<file path="src/rtl/uart_stim_tx.sv">
// uart_stim_tx: UART transmitter fed from a byte FIFO, used as a serial stimulus source.
//   clk, rst        : single clock, synchronous active-high reset
//   cfg_div         : bit period is cfg_div+1 clocks (latched at frame start)
//   cfg_parity      : 00 none, 01 even, 10 odd, 11 none (latched at frame start)
//   cfg_stop2       : 1 = two stop bits (latched at frame start)
//   wr_valid/ready  : byte push handshake, wr_ready is a registered "not full"
//   wr_data         : byte to queue, sent LSB first
//   txd             : serial line, idle high
//   busy            : frame in progress or FIFO non-empty (registered)
//   fifo_level      : current FIFO occupancy
module uart_stim_tx #(
  parameter int unsigned DATA_W     = 8,
  parameter int unsigned DIV_W      = 16,
  parameter int unsigned FIFO_DEPTH = 16
) (
  input  logic                          clk,
  input  logic                          rst,
  input  logic [DIV_W-1:0]              cfg_div,
  input  logic [1:0]                    cfg_parity,
  input  logic                          cfg_stop2,
  input  logic                          wr_valid,
  output logic                          wr_ready,
  input  logic [DATA_W-1:0]             wr_data,
  output logic                          txd,
  output logic                          busy,
  output logic [$clog2(FIFO_DEPTH):0]   fifo_level
);

  localparam int unsigned AW   = $clog2(FIFO_DEPTH);
  localparam int unsigned CntW = $clog2(DATA_W);

  localparam logic [2:0] StIdle   = 3'd0;
  localparam logic [2:0] StStart  = 3'd1;
  localparam logic [2:0] StData   = 3'd2;
  localparam logic [2:0] StParity = 3'd3;
  localparam logic [2:0] StStop   = 3'd4;

  logic [DATA_W-1:0] mem [FIFO_DEPTH];
  logic [AW:0]       wr_ptr_q, wr_ptr_d, rd_ptr_q, rd_ptr_d, level_d;
  logic              wr_ready_q, busy_q, txd_q, txd_d;
  logic [2:0]        state_q, state_d;
  logic [DIV_W-1:0]  timer_q, timer_d, div_q, div_d;
  logic [DATA_W-1:0] shift_q, shift_d, head;
  logic [CntW-1:0]   bit_cnt_q, bit_cnt_d;
  logic              par_en_q, par_en_d, par_bit_q, par_bit_d, stop2_q, stop2_d;
  logic              push, pop, empty, tick;

  assign push  = wr_valid && wr_ready_q;
  // Pointers carry an extra bit so equal pointers mean empty, not full.
  assign empty = (wr_ptr_q == rd_ptr_q);
  assign head  = mem[rd_ptr_q[AW-1:0]];
  assign tick  = (timer_q == '0);

  always_comb begin
    state_d   = state_q;
    timer_d   = timer_q;
    div_d     = div_q;
    shift_d   = shift_q;
    bit_cnt_d = bit_cnt_q;
    par_en_d  = par_en_q;
    par_bit_d = par_bit_q;
    stop2_d   = stop2_q;
    pop       = 1'b0;

    if (state_q == StIdle) begin
      pop = !empty;
    end else if (!tick) begin
      timer_d = timer_q - 1'b1;
    end else begin
      timer_d = div_q;
      case (state_q)
        StStart: begin
          state_d   = StData;
          bit_cnt_d = '0;
        end
        StData: begin
          shift_d = shift_q >> 1;
          if (bit_cnt_q == CntW'(DATA_W - 1)) begin
            state_d   = par_en_q ? StParity : StStop;
            bit_cnt_d = '0;
          end else begin
            bit_cnt_d = bit_cnt_q + 1'b1;
          end
        end
        StParity: begin
          state_d   = StStop;
          bit_cnt_d = '0;
        end
        StStop: begin
          if (stop2_q && (bit_cnt_q == '0)) begin
            bit_cnt_d = CntW'(1);
          end else if (!empty) begin
            pop = 1'b1;  // stream the next byte with no idle gap
          end else begin
            state_d = StIdle;
          end
        end
        default: state_d = StIdle;
      endcase
    end

    // Frame start: config and parity are captured from the popped byte here.
    if (pop) begin
      state_d   = StStart;
      shift_d   = head;
      div_d     = cfg_div;
      timer_d   = cfg_div;
      stop2_d   = cfg_stop2;
      par_en_d  = (cfg_parity == 2'b01) || (cfg_parity == 2'b10);
      par_bit_d = (^head) ^ (cfg_parity == 2'b10);
    end
  end

  always_comb begin
    case (state_d)
      StStart:  txd_d = 1'b0;
      StData:   txd_d = shift_d[0];
      StParity: txd_d = par_bit_d;
      default:  txd_d = 1'b1;
    endcase
  end

  assign wr_ptr_d = wr_ptr_q + (AW+1)'(push);
  assign rd_ptr_d = rd_ptr_q + (AW+1)'(pop);
  assign level_d  = wr_ptr_d - rd_ptr_d;

  always_ff @(posedge clk) begin
    if (rst) begin
      state_q    <= StIdle;
      timer_q    <= '0;
      div_q      <= '0;
      shift_q    <= '0;
      bit_cnt_q  <= '0;
      par_en_q   <= 1'b0;
      par_bit_q  <= 1'b0;
      stop2_q    <= 1'b0;
      wr_ptr_q   <= '0;
      rd_ptr_q   <= '0;
      wr_ready_q <= 1'b1;
      busy_q     <= 1'b0;
      txd_q      <= 1'b1;
    end else begin
      state_q    <= state_d;
      timer_q    <= timer_d;
      div_q      <= div_d;
      shift_q    <= shift_d;
      bit_cnt_q  <= bit_cnt_d;
      par_en_q   <= par_en_d;
      par_bit_q  <= par_bit_d;
      stop2_q    <= stop2_d;
      wr_ptr_q   <= wr_ptr_d;
      rd_ptr_q   <= rd_ptr_d;
      wr_ready_q <= (level_d != (AW+1)'(FIFO_DEPTH));
      busy_q     <= (state_d != StIdle) || (level_d != '0);
      txd_q      <= txd_d;
    end
  end

  always_ff @(posedge clk) begin
    if (push) begin
      mem[wr_ptr_q[AW-1:0]] <= wr_data;
    end
  end

  assign wr_ready   = wr_ready_q;
  assign busy       = busy_q;
  assign txd        = txd_q;
  assign fifo_level = wr_ptr_q - rd_ptr_q;

endmodule
</file>
<file path="config.mk">
export PLATFORM = sky130hd
export DESIGN_NAME = uart_stim_tx
export DESIGN_NICKNAME = d
export VERILOG_FILES = /design/src/rtl/uart_stim_tx.sv
export SDC_FILE = /design/constraint.sdc
export NUM_CORES = 1
export LEC_CHECK = 0
export CAP_MARGIN = 20
export CORE_UTILIZATION = 35
export CTS_CLUSTER_DIAMETER = 50
export DETAILED_ROUTE_END_ITERATION = 8
export RECOVER_POWER = 25
export SYNTH_ARGS = -nofsm -noshare
export SYNTH_HDL_FRONTEND = slang
export SYNTH_SLANG_ARGS = --single-unit
</file>
<file path="constraint.sdc">
create_clock -name clk -period 4.8 [get_ports clk]
set_input_delay 0.72 -clock clk [delete_from_list [all_inputs] [get_ports clk]]
set_output_delay 0.72 -clock clk [all_outputs]
set_load 0.01 [all_outputs]
</file>
==> flow_metrics.py, run 1 <==
metrics = {
    "status": {
        "status": "finished, final reports clean",
    },
    "yosys": {
        "syn-num-nets": 716,
        "synth-compound-area-share_pct": 10.47,
        "synth_top_family_by_area": "simple AND/OR/NAND/NOR gates",
        "yosys-mux-area-fraction_pct": 8.415,
        "ys_ff_latch": 190,
        "async_reset_ff_share_pct": 0,
        "synth.distinct_cells": 58,
        "synthSimpleGateAreaFrac_pct": 10.62,
        "synth_ff_type": "edfxtp_1",
        "synth_warnings": 0,
        "yosysMostFrequentCell": "edfxtp_1",
        "synthXorXnorAreaFrac_pct": 3.315,
        "synth_cells": 668,
        "synth_top_area_cell": "edfxtp_1",
        "ys_top_cells_by_area": "edfxtp_1 (46%), dfxtp_1 (15%), mux4_2 (4.3%), mux2i_1 (4.0%), nand2_1 (3.2%)",
        "synth_edf_count": 128,
        "avgSynthCellArea_um2": 12.49,
        "synth_top_area_share_pct": 46.08,
        "yosys-top-cells-count": "edfxtp_1 (128), nand2_1 (71), dfxtp_1 (62)",
        "ys_seq_area_share_pct": 60.96,
        "synthAdderAreaFrac_pct": 2.790,
        "syn_area_um2": 8342,
    },
    "power": {
        "p_sw_share_pct": 36.45,
        "finalPower_uw": 5620,
        "internal-power_uw": 3572,
        "pwr-share-clk_pct": 26.4,
        "p_leak_uw": 0.003237,
        "sequentialPowerShare_pct": 37.7,
        "power.share.combinational_pct": 35.9,
        "p_switching_uw": 2049,
        "peakVddDrop_uv": 281.5,
        "cellPowerDensity_nw_per_um2": 584.1,
    },
    "critical_path": {
        "r2r_end": "busy",
        "crit_type": "register to register",
        "r2r_start": "timer_q[2]",
        "crit_fanout": 25,
        "crit_family": "simple AND/OR/NAND/NOR gates",
        "critPathCaptureType": "register",
        "cp.arrival_ps": 4170,
        "slowest_delay_ps": 470,
        "r2r_setup_slack_ps": 910,
        "crit_buf_inv": 2,
        "worstPathCellList": "nor4_2 > and4bb_1 > nand3_4 > o21ai_1 > nand3_2 > inv_2 > ha_1 > ha_1 > inv_1 > ha_1 > a21o_1 > a21o_1 > a21oi_1 > xnor2_1 > and4_1 > a41oi_1",
        "r2r_cells": 16,
        "startpoint_type": "register",
        "crit_required_ps": 5090,
        "crit_top_cell": "ha_1",
        "critPathSlowestCell": "and4bb_1",
    },
    "global_routing": {
        "grt_overflow": 0,
        "antenna_found_initial": 0,
        "met3_usage_pct": 2.659,
        "grt_pass1_wl_um": 27610,
        "grt_pass1_vias": 5120,
        "grt_max_degree": 50,
        "use_met2_pct": 24.53,
        "grtUsageTotal_pct": 14.96,
        "grt.met1_usage_pct": 19.85,
        "top_usage_layer": "met2",
    },
    "place": {
        "port_buffers": 37,
        "dpl_cell_area_um2": 8984,
        "gp_congestion": 0.7884,
        "place_ws_ps": 993.6,
        "hpwlAfterDp_um": 11450,
    },
    "clock_network": {
        "clock_latency_ps": 440,
        "cts-root-buf": "clkbuf_16",
        "cts_resized": 0,
        "clk_pin_slew_ps": 80,
        "cts_inserted_buffers": 17,
        "clk_path_buf_depth": 2,
        "clkSinkCount": 190,
        "cts_tree": "yes",
        "htreeDepth": 4,
        "hold_buffers": 0,
        "postCtsSetupBuffers": 0,
    },
    "timing": {
        "final.setup.tns_ps": 0,
        "setup_viol": 0,
        "worst_clock_skew_ps": 21.95,
        "fin_ws_ps": 912.1,
        "max_slew_margin_pct": 34.69,
        "hold_ws_ps": 458.3,
        "tightestPinTransition_ps": 976.1,
        "slew_viol_final": 0,
        "hold_viol_final": 0,
        "finalCritPeriodShare_pct": 81.00,
        "fin_crit_ps": 3888,
        "rsz0062_at_grt": "false",
        "fmax_mhz": 257.2,
    },
    "detailed_routing": {
        "drt-total-wl_um": 17320,
        "avgRoutedWirePerCell_um": 16.88,
        "via_per_inst": 5.103,
        "ant_nets": 0,
        "drt_iter0_markers": 309,
        "dr.pass1.iters": 5,
        "vias": 5236,
        "drc": 0,
    },
    "die": {
        "start_util_pct": 35.64,
        "rows": 56,
        "ios": 38,
        "coreArea_um2": 23400,
        "die_w_um": 156.4,
        "die_y_um": 156.4,
        "dieArea_um2": 24450,
    },
    "final_layout": {
        "nFillCells": 2235,
        "fin_area_um2": 9623,
        "nNetsFinal": 742,
        "syn2layout_area_growth_pct": 15.36,
        "drive_gt1_share_pct": 9.901,
        "num_antenna_cells": 0,
    },
    "min_path": {
        "hold_start": "div_q[14]",
        "hold_depth": 2,
        "hp-class": "register to register",
        "hold_end": "div_q[14]",
    },
    "run": {
        "max_cap_viol_count": 0,
    },
}
## area by class of cell
cell class | instances | area, um2 | area share, %
clock inverters | 15 | 214.0 | 2.223
multi-input cells | 416 | 2975 | 30.92
flip-flops and latches | 190 | 5086 | 52.85
inverters | 22 | 82.58 | 0.8581
repair buffers | 47 | 440.4 | 4.577
well taps | 319 | 399.1 | 4.148
clock buffers | 17 | 425.4 | 4.421
## cell families after synthesis
family | Yosys count
xor+xnor | 30
flops | 190
fa+ha+maj | 18
simple gates | 192
compound gates | 126
mux | 50
buf+inv | 62
## worst max path at each step
stage | start | endpoint | slack, ps | cells after the start
finish | timer_q[2] | busy | 910 | 16
global route | timer_q[2] | busy | 590 | 16
CTS | timer_q[2] | busy | 920 | 16
detailed placement | timer_q[2] | busy | 990 | 16
global placement | timer_q[2] | busy | 1060 | 16
floorplan | rd_ptr_q[1] | busy | 770 | 20
## sequential cells by signal, summed over array words and instances (netlist names), 3 cells and up
signal	cells
timer_q	16
div_q	16
bit_cnt_q	3
shift_q	8
rd_ptr_q	5
mem	128
state_q	3
wr_ptr_q	5
## worst min-delay path, cell delays in order, from the launching register on
cell and delay, ps:
dfxtp_1 310, nand2_1 50, a21oi_1 50
## power groups by stage
stage          combinational (uW)  clock [uW]  sequential, uW
4_1_cts                      2040        1510            2120
6_report                     2020        1480            2120
3_5_place_dp                 2030           0            2160
5_1_grt                      2250        1580            2150
3_3_place_gp                 2020           0            2150
2_1_floorplan                1540           0            2130
## per-stage QoR
stage               cells  utilization [%]
floorplan             668                -
global placement      994            38.39
detailed placement    994            38.39
CTS                  1026            41.12
global route         1026            41.12
finish               1026            41.12
## cells in the final DEF (no fill, tap or decap), types with 3 or more instances in the layout
cell type        synthesis  layout
xnor2_1                 17      17
a21oi_1                 29      29
dfxtp_1                 62      61
nor2b_1                  7       7
ha_1                    17      17
a311oi_1                15      15
o21ai_0                 14      14
edfxtp_1               128     128
mux2i_1                 33      33
inv_12                   0       4
nand2b_1                 4       4
o21ai_1                  7       7
a22oi_1                 10      10
clkbuf_16                0      17
dlygate4sd3_1            0       6
clkdlybuf4s50_1          0      30
a221oi_1                14      14
inv_1                   20      20
xor2_1                  12      12
clkinv_8                 0       5
nor4_1                   3       3
o211ai_1                11      11
nor3_1                  16      16
mux4_2                  16      16
or3_1                    4       4
nand2_1                 71      71
nor2_1                  54      54
a21o_1                   6       6
buf_4                    2      10
nand3_1                 20      19
a31oi_1                  4       4
## routing by layer
layer,vias up,part of all wire (%)
met2,89,49
met4,0,1.1
met1,2588,47
li1,2545,-
met3,14,2.9
met5,-,0
No activity file was read; power rests on OpenSTA's default activity.
==> run 2: changes to the inputs <==
clock period = 3.48 ns   (was 4.8 ns; I/O delays follow)
==> flow_metrics.py, run 2 (synthesis results as in run 1) <==
metrics = {
    "timing": {
        "worst_clock_skew_ps": 17.84,
        "hold_viol_final": 0,
        "max_slew_margin_pct": 39.35,
        "tightestPinTransition_ps": 909.8,
        "fin_crit_ps": 3238,
        "setup_viol": 0,
        "rsz0062_at_grt": "false",
        "finalCritPeriodShare_pct": 93.03,
        "fmax_mhz": 308.9,
        "final.setup.tns_ps": 0,
        "slew_viol_final": 0,
    },
    "place": {
        "port_buffers": 37,
        "dpl_cell_area_um2": 9198,
        "hpwlAfterDp_um": 11660,
        "gp_congestion": 0.7513,
    },
    "die": {
        "coreArea_um2": 23400,
        "die_y_um": 156.4,
        "dieArea_um2": 24450,
        "ios": 38,
        "die_w_um": 156.4,
        "rows": 56,
        "start_util_pct": 35.64,
    },
    "critical_path": {
        "crit_type": "register to register",
        "r2r_cells": 16,
        "crit_required_ps": 3760,
        "startpoint_type": "register",
        "critPathCaptureType": "register",
        "crit_fanout": 4,
        "cp.arrival_ps": 3520,
    },
    "run": {
        "max_cap_viol_count": 0,
    },
    "min_path": {
        "hold_depth": 2,
        "hp-class": "register to register",
    },
    "status": {
        "status": "finished, final reports clean",
    },
    "detailed_routing": {
        "drc": 0,
        "drt-total-wl_um": 17630,
        "ant_nets": 0,
        "drt_iter0_markers": 298,
        "via_per_inst": 5.019,
        "dr.pass1.iters": 5,
        "avgRoutedWirePerCell_um": 16.76,
        "vias": 5280,
    },
    "clock_network": {
        "cts_tree": "yes",
        "htreeDepth": 4,
        "clock_latency_ps": 440,
        "clkSinkCount": 190,
        "cts_inserted_buffers": 17,
        "clk_path_buf_depth": 2,
        "cts-root-buf": "clkbuf_16",
        "clk_pin_slew_ps": 90,
    },
    "power": {
        "cellPowerDensity_nw_per_um2": 801.3,
        "finalPower_uw": 7899,
        "p_leak_uw": 0.003380,
        "peakVddDrop_uv": 480.2,
    },
    "final_layout": {
        "most-common-layout-cells": "edfxtp_1 (128), nand2_1 (71), dfxtp_1 (59)",
        "nFillCells": 2229,
        "largest_reg_flops": 128,
        "mostFrequentLayoutCell": "edfxtp_1",
        "num_antenna_cells": 0,
        "fin_area_um2": 9857,
        "syn2layout_area_growth_pct": 18.16,
        "seqCellArea_um2": 5089,
        "nNetsFinal": 768,
        "drive_gt1_share_pct": 13.78,
        "multi_input_area_um2": 3008,
    },
    "global_routing": {
        "grt_pass1_vias": 5164,
        "antenna_found_initial": 0,
        "grt_pass1_wl_um": 28280,
        "grt_max_degree": 50,
        "grtUsageTotal_pct": 15.35,
        "grt_overflow": 0,
    },
}
-- run 2: cell types whose count changed in the layout (fill, tap and decap cells not counted), moves of 2 or more --
cell,change
buf_4,+26
clkinv_4,+2
dfxtp_1,-2
dfxtp_2,+2
inv_8,-2
-- run 2: worst max-delay path, stage by stage, from the launching register on --
cell	delay, ps
dfxtp_1	370
nor4_4	300
and4bb_2	310
nand3_4	90
o21ai_2	160
nand3_4	80
inv_2	80
ha_1	160
ha_1	240
inv_1	70
ha_1	240
a21o_1	190
a21o_1	190
a21oi_2	140
xnor2_1	130
and4_1	210
a41oi_1	110
-- run 2: cell type report --
class	instances	share of cell area [%]
sequential	190	51.62
multi-input combinational	416	30.52
timing repair buffer	73	6.448
clock buffer	17	4.316
tap	319	4.049
clock inverter	15	2.209
inverter	22	0.8378
-- run 2: layer usage --
layer  track usage [%]  vias to the layer above  share of wire [%]
met4             4.575                        0               0.27
met2             25.38                       49                 50
met1             20.37                     2637                 48
met5                 0                        -                  0
met3             2.991                        4                2.0
li1                  -                     2590                  -
-- run 2: worst paths after layout --
check / start / to / slack (ps)
max: timer_q[3] / busy / 240
min: div_q[14] / div_q[14] / 460
max reg2reg: timer_q[3] / busy / 240
min reg2reg: div_q[14] / div_q[14] / 460
-- run 2: power breakdown --
group / leakage (uW) / internal [uW] / switching (uW)
clock network: 0.000308 / 1010 / 1050
logic: 0.00141 / 1280 / 1630
registers: 0.00167 / 2720 / 196
total: 0.00338 / 5020 / 2880
-- run 2: timing repair --
item | CTS | global route
resized for setup | 0 | 4
buffers inserted | 0 | 0
setup endpoints to repair | 0 | 1
hold buffers | 0 | 0
-- run 2: metrics by stage --
step           util [%]  std cells  hold slack, ps  worst slack, ps
2_1_floorplan         -        668           425.1            1.464
3_5_place_dp      39.30       1020           447.4            203.3
5_1_grt           42.12       1052           476.3            3.704
3_3_place_gp      39.30       1020           443.6            274.0
6_report          42.12       1052           458.2            242.5
4_1_cts           42.05       1052           458.7            149.7
==> run 3: changes to the inputs <==
CORE_MARGIN = 2   (was not set)
GPL_TIMING_DRIVEN = 0   (was not set)
clock period = 2.7 ns   (was 3.48 ns; I/O delays follow)
==> flow_metrics.py, run 3 (synthesis results as in run 1) <==
metrics = {
    "timing": {
        "fin_ws_ps": -581.7,
        "hold_viol_final": 0,
        "finalCritPeriodShare_pct": 121.5,
        "tightestPinTransition_ps": 1040,
        "rsz0062_at_grt": "true",
        "slew_viol_final": 0,
        "setup_viol": 2,
        "worst_clock_skew_ps": 19.38,
        "hold_ws_ps": 409.9,
        "fmax_mhz": 304.7,
        "fin_crit_ps": 3282,
        "max_slew_margin_pct": 30.40,
    },
    "status": {
        "status": "finished with violations",
        "violations": "design-rule violations, negative setup slack",
    },
    "die": {
        "ios": 38,
        "dieArea_um2": 25080,
        "rows": 56,
        "coreArea_um2": 23400,
        "start_util_pct": 35.64,
        "die_w_um": 158.4,
        "die_y_um": 158.4,
    },
    "place": {
        "gp_congestion": 0.8278,
        "hpwlAfterDp_um": 12940,
        "port_buffers": 36,
    },
    "global_routing": {
        "grtUsageTotal_pct": 16.09,
        "grt_max_degree": 25,
        "grt_pass1_vias": 5393,
        "grt_pass1_wl_um": 30390,
        "antenna_found_initial": 0,
        "grt_overflow": 0,
    },
    "final_layout": {
        "num_antenna_cells": 0,
        "most-common-layout-cells": "edfxtp_1 (128), nand2_1 (68), nor2_1 (54)",
        "largest_reg_flops": 128,
        "syn2layout_area_growth_pct": 24.40,
        "nNetsFinal": 791,
        "mostFrequentLayoutCell": "edfxtp_1",
        "multi_input_area_um2": 3332,
        "drive_gt1_share_pct": 20.11,
        "seqCellArea_um2": 5110,
        "final_core_util_pct": 44.34,
        "nFillCells": 2220,
    },
    "critical_path": {
        "cp.arrival_ps": 3570,
        "critPathCaptureType": "register",
        "startpoint_type": "register",
        "crit_fanout": 4,
        "crit_top_cell": "ha_4",
        "worstPathCellList": "clkbuf_8 > inv_1 > ha_4 > nand4_1 > or2_4 > nand3_4 > inv_4 > ha_4 > ha_4 > inv_4 > ha_4 > a21o_1 > a21o_1 > a21oi_2 > xnor2_2 > and4_4 > a41oi_2",
        "slowest_delay_ps": 360,
        "r2r_start": "rd_ptr_q[2]",
        "crit_type": "register to register",
        "r2r_cells": 17,
        "critPathSlowestCell": "dfxtp_2",
        "r2r_setup_slack_ps": -580,
        "r2r_end": "busy",
        "crit_required_ps": 2990,
    },
    "detailed_routing": {
        "drt_iter0_markers": 385,
        "avgRoutedWirePerCell_um": 18.05,
        "vias": 5565,
        "dr.pass1.iters": 7,
        "ant_nets": 0,
        "via_per_inst": 5.177,
        "drt-total-wl_um": 19400,
        "drc": 2,
    },
    "min_path": {
        "hold_end": "wr_ptr_q[2]",
        "hp-class": "primary input to register",
        "hold_start": "rst",
        "hold_depth": 2,
    },
    "power": {
        "cellPowerDensity_nw_per_um2": 1049,
        "peakVddDrop_uv": 531.2,
        "p_leak_uw": 0.003528,
    },
    "clock_network": {
        "cts_tree": "yes",
        "clk_path_buf_depth": 2,
        "htreeDepth": 4,
        "clock_latency_ps": 440,
        "cts-root-buf": "clkbuf_16",
        "hold_buffers": 0,
        "clk_pin_slew_ps": 90,
        "cts_inserted_buffers": 17,
        "clkSinkCount": 190,
    },
    "run": {
        "max_cap_viol_count": 0,
    },
}
==> run 3: cell count changes in the layout (fill, tap and decap cells not counted), sizes merged <==
cell	previous run	this run
inv	30	32
clkdlybuf4s15	0	1
clkinv	7	5
clkbuf	17	40
clkdlybuf4s50	30	27
dlygate4sd2	0	2
==> run 3: power breakdown <==
| group | switching [uW] | internal, uW | total [uW] |
|---|---|---|---|
| Clock | 1390 | 1320 | 2710 |
| Sequential | 285 | 3530 | 3810 |
| Combinational | 2400 | 1960 | 4360 |
| Total | 4070 | 6810 | 10900 |
==> run 3: how the worst max path moves through the flow <==
stage                           start        to  slack (ps)  cells past startpoint
after CTS                 rd_ptr_q[1]      busy        -640                     19
after global placement    rd_ptr_q[1]      busy       -1110                     19
final                     rd_ptr_q[2]      busy        -580                     17
after floorplan            timer_q[5]  wr_ready        -540                     18
after global routing       timer_q[3]      busy        -770                     17
after detailed placement  rd_ptr_q[2]      busy       -1100                     18
==> run 3: repair_timing <==
action | 4_1_cts | 5_1_grt
pin swaps | 13 | 15
buffers inserted | 14 | 6
setup endpoints to repair | 18 | 5
gates resized for setup | 28 | 51
==> run 3: area by class of cell <==
class                   instances  share of cell area [%]
flip-flops and latches        190                   49.24
multi-input cells             416                   32.11
repair buffers                 59                   5.040
clock buffers                  17                   4.099
well taps                     319                   3.846
plain buffers                  37                   2.568
clock inverters                15                   2.206
inverters                      22                  0.8922
==> run 3: through the flow <==
stage / area [um2] / std cells / setup TNS (ps) / setup WS [ps] / total power (uW)
2_1_floorplan: 8478 / 668 / -1068 / -537.3 / 6718
3_3_place_gp: 9238 / 1023 / -9222 / -1114 / 7793
3_5_place_dp: 9258 / 1026 / -3159 / -1104 / 7847
4_1_cts: 10130 / 1071 / -1259 / -637.7 / 10740
5_1_grt: 10380 / 1075 / -1543 / -774.2 / 11540
6_report: 10380 / 1075 / -1038 / -581.7 / 10880
==> run 3: worst max-delay path: cells and delay by family (launching register included) <==
| kind | cells | cell delay (ps) |
|---|---|---|
| simple gates | 4 | 760 |
| flops | 1 | 360 |
| compound gates | 4 | 670 |
| buf+inv | 4 | 280 |
| xor+xnor | 1 | 140 |
| fa+ha+maj | 4 | 910 |
==> run 3: metal layers <==
layer  track usage [%]  up-vias  routed length [um]
li1                  -     2659                   -
met1             22.13     2743                9101
met2             25.80      138                9110
met3             3.348       25                 871
met4             4.633        0                 317
met5                 0        -                   0
